[src/rtl/jpg.sv]
// jpg: buffers one R/G/B planar block (4 px/word) and streams Y, Cb, Cr planes; `JPG_LEVEL_SHIFT_EN outputs value-128 as int8.
// Latency: first output word 1 cycle after the B-plane closing beat; input stalls (tready=0) while sending, output holds under tready=0.
module jpg #(
   parameter integer C_S00_AXIS_TDATA_WIDTH = 32,
   parameter integer C_M00_AXIS_TDATA_WIDTH = 32,
   parameter integer C_M00_AXIS_START_COUNT = 32,
   parameter integer MAX_WORDS              = 16
) (
   input  logic                                  aclk,
   input  logic                                  areset,
   output logic                                  s00_axis_tready,
   input  logic [C_S00_AXIS_TDATA_WIDTH-1:0]     s00_axis_tdata,
   input  logic [(C_S00_AXIS_TDATA_WIDTH/8)-1:0] s00_axis_tstrb,
   input  logic                                  s00_axis_tlast,
   input  logic                                  s00_axis_tvalid,
   output logic                                  m00_axis_tvalid,
   output logic [C_M00_AXIS_TDATA_WIDTH-1:0]     m00_axis_tdata,
   output logic [(C_M00_AXIS_TDATA_WIDTH/8)-1:0] m00_axis_tstrb,
   output logic                                  m00_axis_tlast,
   input  logic                                  m00_axis_tready
);

   localparam integer DW    = C_S00_AXIS_TDATA_WIDTH;
   localparam integer BYTES = DW / 8;
   localparam integer AW    = (MAX_WORDS > 1) ? $clog2(MAX_WORDS) : 1;
   localparam integer NW    = $clog2(MAX_WORDS + 1);

   localparam logic [1:0] RECV_R = 2'd0;
   localparam logic [1:0] RECV_G = 2'd1;
   localparam logic [1:0] RECV_B = 2'd2;
   localparam logic [1:0] SEND   = 2'd3;

   logic [1:0]    state;
   logic [AW-1:0] wr_idx;
   logic [AW-1:0] rd_idx;
   logic [1:0]    rd_pl;
   logic [NW-1:0] blk_n;
   logic          rdy_q;
   logic [DW-1:0] r_buf [MAX_WORDS];
   logic [DW-1:0] g_buf [MAX_WORDS];
   logic [DW-1:0] b_buf [MAX_WORDS];

   logic          beat;
   logic          plane_end;
   logic          keep_word;
   logic          load;
   logic          rd_last_idx;
   logic [DW-1:0] conv_dat;
   logic [DW-1:0] r_w, g_w, b_w;
   logic          unused_sig;

   assign unused_sig      = ^{s00_axis_tstrb, C_M00_AXIS_START_COUNT[0]};
   assign s00_axis_tready = rdy_q;
   assign m00_axis_tstrb  = '1;

   assign beat        = s00_axis_tvalid && rdy_q;
   assign plane_end   = beat && (s00_axis_tlast || (wr_idx == AW'(MAX_WORDS - 1)));
   assign keep_word   = NW'(wr_idx) < blk_n;
   assign load        = !m00_axis_tvalid || m00_axis_tready;
   assign rd_last_idx = (NW'(rd_idx) + NW'(1)) == blk_n;

   assign r_w = r_buf[rd_idx];
   assign g_w = g_buf[rd_idx];
   assign b_w = b_buf[rd_idx];

   function automatic logic [7:0] conv_px(input logic [7:0] r, input logic [7:0] g,
                                          input logic [7:0] b, input logic [1:0] sel);
      logic signed [19:0] rs, gs, bs, acc;
      logic [7:0]         res;
      rs = signed'({12'd0, r});
      gs = signed'({12'd0, g});
      bs = signed'({12'd0, b});
      case (sel)
         2'd0:    acc = (20'sd77 * rs + 20'sd150 * gs + 20'sd29 * bs + 20'sd128) >>> 8;
         2'd1:    acc = ((20'sd128 * bs - 20'sd43 * rs - 20'sd85 * gs + 20'sd128) >>> 8) + 20'sd128;
         default: acc = ((20'sd128 * rs - 20'sd107 * gs - 20'sd21 * bs + 20'sd128) >>> 8) + 20'sd128;
      endcase
      if (acc < 20'sd0)        res = 8'h00;
      else if (acc > 20'sd255) res = 8'hFF;
      else                     res = acc[7:0];
`ifdef JPG_LEVEL_SHIFT_EN
      // value-128 as int8 is the unsigned value with its MSB flipped
      conv_px = res ^ 8'h80;
`else
      conv_px = res;
`endif
   endfunction

   always_comb begin
      conv_dat = '0;
      for (int i = 0; i < BYTES; i++) begin
         conv_dat[8*i +: 8] = conv_px(r_w[8*i +: 8], g_w[8*i +: 8], b_w[8*i +: 8], rd_pl);
      end
   end

   always_ff @(posedge aclk) begin
      if (areset) begin
         state           <= RECV_R;
         wr_idx          <= '0;
         rd_idx          <= '0;
         rd_pl           <= 2'd0;
         blk_n           <= '0;
         rdy_q           <= 1'b0;
         m00_axis_tvalid <= 1'b0;
         m00_axis_tlast  <= 1'b0;
         m00_axis_tdata  <= '0;
         for (int k = 0; k < MAX_WORDS; k++) begin
            r_buf[k] <= '0;
            g_buf[k] <= '0;
            b_buf[k] <= '0;
         end
      end else begin
         case (state)
            RECV_R: begin
               rdy_q <= 1'b1;
               if (beat) begin
                  r_buf[wr_idx] <= s00_axis_tdata;
                  wr_idx        <= wr_idx + AW'(1);
               end
               if (plane_end) begin
                  blk_n  <= NW'(wr_idx) + NW'(1);
                  wr_idx <= '0;
                  state  <= RECV_G;
               end
            end
            RECV_G: begin
               rdy_q <= 1'b1;
               if (beat && keep_word) g_buf[wr_idx] <= s00_axis_tdata;
               if (beat)              wr_idx <= wr_idx + AW'(1);
               if (plane_end) begin
                  wr_idx <= '0;
                  state  <= RECV_B;
               end
            end
            RECV_B: begin
               rdy_q <= !plane_end;
               if (beat && keep_word) b_buf[wr_idx] <= s00_axis_tdata;
               if (beat)              wr_idx <= wr_idx + AW'(1);
               if (plane_end) begin
                  wr_idx <= '0;
                  rd_idx <= '0;
                  rd_pl  <= 2'd0;
                  state  <= SEND;
               end
            end
            SEND: begin
               if (load) begin
                  if (rd_pl != 2'd3) begin
                     m00_axis_tdata  <= conv_dat;
                     m00_axis_tvalid <= 1'b1;
                     m00_axis_tlast  <= (rd_pl == 2'd2) && rd_last_idx;
                     if (rd_last_idx) begin
                        rd_idx <= '0;
                        rd_pl  <= rd_pl + 2'd1;
                     end else begin
                        rd_idx <= rd_idx + AW'(1);
                     end
                  end else begin
                     // final word accepted: clear buffers so short G/B planes of the next block read as zero
                     m00_axis_tvalid <= 1'b0;
                     m00_axis_tlast  <= 1'b0;
                     rd_pl           <= 2'd0;
                     rdy_q           <= 1'b1;
                     state           <= RECV_R;
                     for (int k = 0; k < MAX_WORDS; k++) begin
                        r_buf[k] <= '0;
                        g_buf[k] <= '0;
                        b_buf[k] <= '0;
                     end
                  end
               end
            end
            default: state <= RECV_R;
         endcase
      end
   end

endmodule

[config.mk]
export PLATFORM = sky130hd
export DESIGN_NAME = jpg
export DESIGN_NICKNAME = d
export VERILOG_FILES = /design/src/rtl/jpg.sv
export SDC_FILE = /design/constraint.sdc
export NUM_CORES = 2
export LEC_CHECK = 0
export BUFFER_PORTS_ARGS = -buffer_cell sky130_fd_sc_hd__clkbuf_2
export CAP_MARGIN = 20
export CORE_MARGIN = 3
export CORE_UTILIZATION = 55
export CTS_CLUSTER_DIAMETER = 50
export CTS_CLUSTER_SIZE = 40
export DETAILED_ROUTE_END_ITERATION = 8
export GPL_ROUTABILITY_DRIVEN = 0
export GPL_TIMING_DRIVEN = 1
export PLACE_DENSITY_LB_ADDON = 0.25
export SYNTH_ARGS = -nofsm -noshare
export SYNTH_HDL_FRONTEND = slang
export SYNTH_SLANG_ARGS = --single-unit
export TNS_END_PERCENT = 10
[constraint.sdc]
create_clock -name aclk -period 22.8 [get_ports aclk]
set_input_delay 1.14 -clock aclk [delete_from_list [all_inputs] [get_ports aclk]]
set_output_delay 1.14 -clock aclk [all_outputs]
set_load 0.03 [all_outputs]
==> impl_metrics.ini <==
[setup_path]
crit_type = flop to flop
crit_path_end_kind = flop
cp-start-kind = flop
max_stage_delay_ns = 0.89
cpMaxStageDelayCell = buf_4
path_max_fanout = 45
crit_top_cell = ha_1
reg2reg_depth = 35
worstPathArrival_ns = 12.25
cp.required_ns = 23.45

[placed_design]
place_ws_ns = 11.06
placedCellCount = 10614
dp_hpwl_um = 183000
io_buffers = 71

[cells_and_area]
final_cell_mix = and2_1 (1546), edfxtp_1 (1536), ha_1 (1106)
fill_cells = 14760
drive_gt1_share_pct = 12.5
final_common_cell = and2_1
nNetsFinal = 9795
seqCellArea_um2 = 47300
syn2layout_area_growth_pct = 7.55
final_cells = 10853
multi_input_area_um2 = 54100

[cts]
cts_made_buffers = 121
clk_latency_ns = 0.81
clk_path_buf_depth = 3
cts.sinks = 1592
cts.repair.resized = 0
h-tree-depth = 3
clk_pin_slew_ns = 0.08
root_buffer = clkbuf_16
postCtsSetupBuffers = 0
holdBufCountCts = 0
cts_tree = done

[die]
rows = 160
dieHeight_um = 446
io_pins = 80
die-area_um2 = 199000
die_width_um = 446
core_area_um2 = 191000
start_util_pct = 55.7

[route]
vias_per_cell = 5.95
postRouteAntennaNets = 0
totalWireLength_um = 279000
vias = 64538
firstDrtPassIters = 5
drc = 0
drt_iter0_markers = 7075
routedWlPerCell_um = 25.7

[yosys]
ys_warn_count = 0
synth_flop_cell = edfxtp_1
synthArstFlopShare_pct = 0
synth_area_per_cell_um2 = 12.7
ys_top_cells_by_area = edfxtp_1 (43%), ha_1 (13%), mux4_2 (9.8%), and2_1 (9.1%), fa_1 (7.8%)
synth_edf_count = 1536
synthCells = 8367
synth_area_um2 = 106000
seq_area_frac_synth_pct = 44.4
synth_top_area_share_pct = 43.3
ys_types = 98
synth_largest_area_cell = edfxtp_1
synth-seq-cells = 1592

[timing]
hold_viol_final = 0
rsz0062_at_grt = no
hold-worst-slack_ns = 0.470
worst_slack_ns = 11.20
period_needed_ns = 11.60
drv_slew = 0
fmax_mhz = 86.2
finalCritPeriodShare_pct = 50.9
setup_viol = 0
skew_ns = 0.0855
tns_ns = 0
tightest_slew_ns = 1.16
maxSlewHeadroom_pct = 22.9

[power]
ir_drop_uv = 208
p_per_area_nw_per_um2 = 125
power_leakage_nw = 48.3

[global_route]
grt-ovfl-total = 0
grt_pass1_vias = 66564
grtUsageTotal_pct = 28.5
grt_pass1_wl_um = 419000
grt_antenna_before_repair = 17
grt_start_max_net_pins = 113

[flow_run]
cap_violations = 0

[hold_path]
hold_class = flop to flop
hold_depth = 1

[run_status]
status = completed
registers in the layout, summed over array words and instances (netlist names), 2 cells and up, named ones only:
name,count
blk_n,5
g_buf,512
state,2
r_buf,512
m00_axis_tdata,32
wr_idx,4
rd_pl,2
b_buf,512
rd_idx,4
logic make-up after synthesis:
family / count (synthesis) / share of synthesized area (%)
AO/OA/AOI/OAI: 821 / 5.06
XOR/XNOR: 282 / 2.32
adder cells (fa/ha/maj): 1524 / 20.9
buffers and inverters: 1556 / 5.55
flip-flops: 1592 / 44.4
multiplexers: 490 / 10.2
other: 1 / 0.00352
AND/OR/NAND/NOR: 2101 / 11.6
cell usage after synthesis (45+ instances only):
master / number
ha_1: 1108
nor2_1: 164
and2_1: 1546
nand2b_1: 51
clkbuf_1: 409
xnor2_1: 191
nand3_1: 45
edfxtp_1: 1536
dfxtp_1: 56
mux4_2: 464
inv_1: 1101
a21o_1: 125
a21oi_1: 244
xor2_1: 91
o21bai_1: 55
nor2b_1: 46
o21ai_0: 176
fa_1: 416
nand2_1: 131
per-layer routing:
metal / vias to the layer above / global-route usage [%] / share of wire [%]
li1: 28908 / - / -
met1: 32627 / 38.0 / 39
met2: 2588 / 47.7 / 49
met3: 411 / 4.90 / 8.7
met4: 4 / 9.05 / 3.3
met5: - / 0 / 0.0079
layout make-up:
class | count | share of cell area [%]
Antenna cell | 5 | 0.0109
Clock buffer | 128 | 2.70
Clock inverter | 102 | 1.21
Inverter | 1104 | 3.62
Multi-Input combinational cell | 5222 | 47.2
Sequential cell | 1592 | 41.3
Tap cell | 2511 | 2.74
Timing Repair Buffer | 189 | 1.19
final timing paths:
check / startpoint / to / slack (ns)
worst max-delay path: flop / m00_axis_tdata[7]$_SDFFE_PP0P_ / 11.20
worst min-delay path: m00_axis_tdata[6]$_SDFFE_PP0P_ / m00_axis_tdata[6]$_SDFFE_PP0P_ / 0.47
worst max register to register: flop / m00_axis_tdata[7]$_SDFFE_PP0P_ / 11.20
worst min register to register: m00_axis_tdata[6]$_SDFFE_PP0P_ / m00_axis_tdata[6]$_SDFFE_PP0P_ / 0.47
where the power goes:
part | internal, W | switching [W]
Combinational | 0.00359 | 0.00500
Clock | 0.00116 | 0.00121
Sequential | 0.00330 | 0.0000336
Total | 0.00805 | 0.00624
worst max-delay path: cells and delay by family (launching register included):
kind | cells | cell delay, ns
adder cells (fa/ha/maj) | 8 | 3.03
AO/OA/AOI/OAI | 14 | 2.98
buffers and inverters | 4 | 2.31
multiplexers | 2 | 1.37
flip-flops | 1 | 0.61
AND/OR/NAND/NOR | 5 | 0.59
XOR/XNOR | 2 | 0.46
metrics by stage:
stage / power (W) / util (%) / area [µm²]
final: 0.0143 / 59.9 / 114000
after global routing: 0.0154 / 59.9 / 114000
after CTS: 0.0143 / 59.8 / 114000
after detailed placement: 0.0118 / 57.5 / 110000
after global placement: 0.0116 / 57.5 / 110000
after floorplan: 0.00979 / - / 106000
Power figures use the tool's default switching activity.
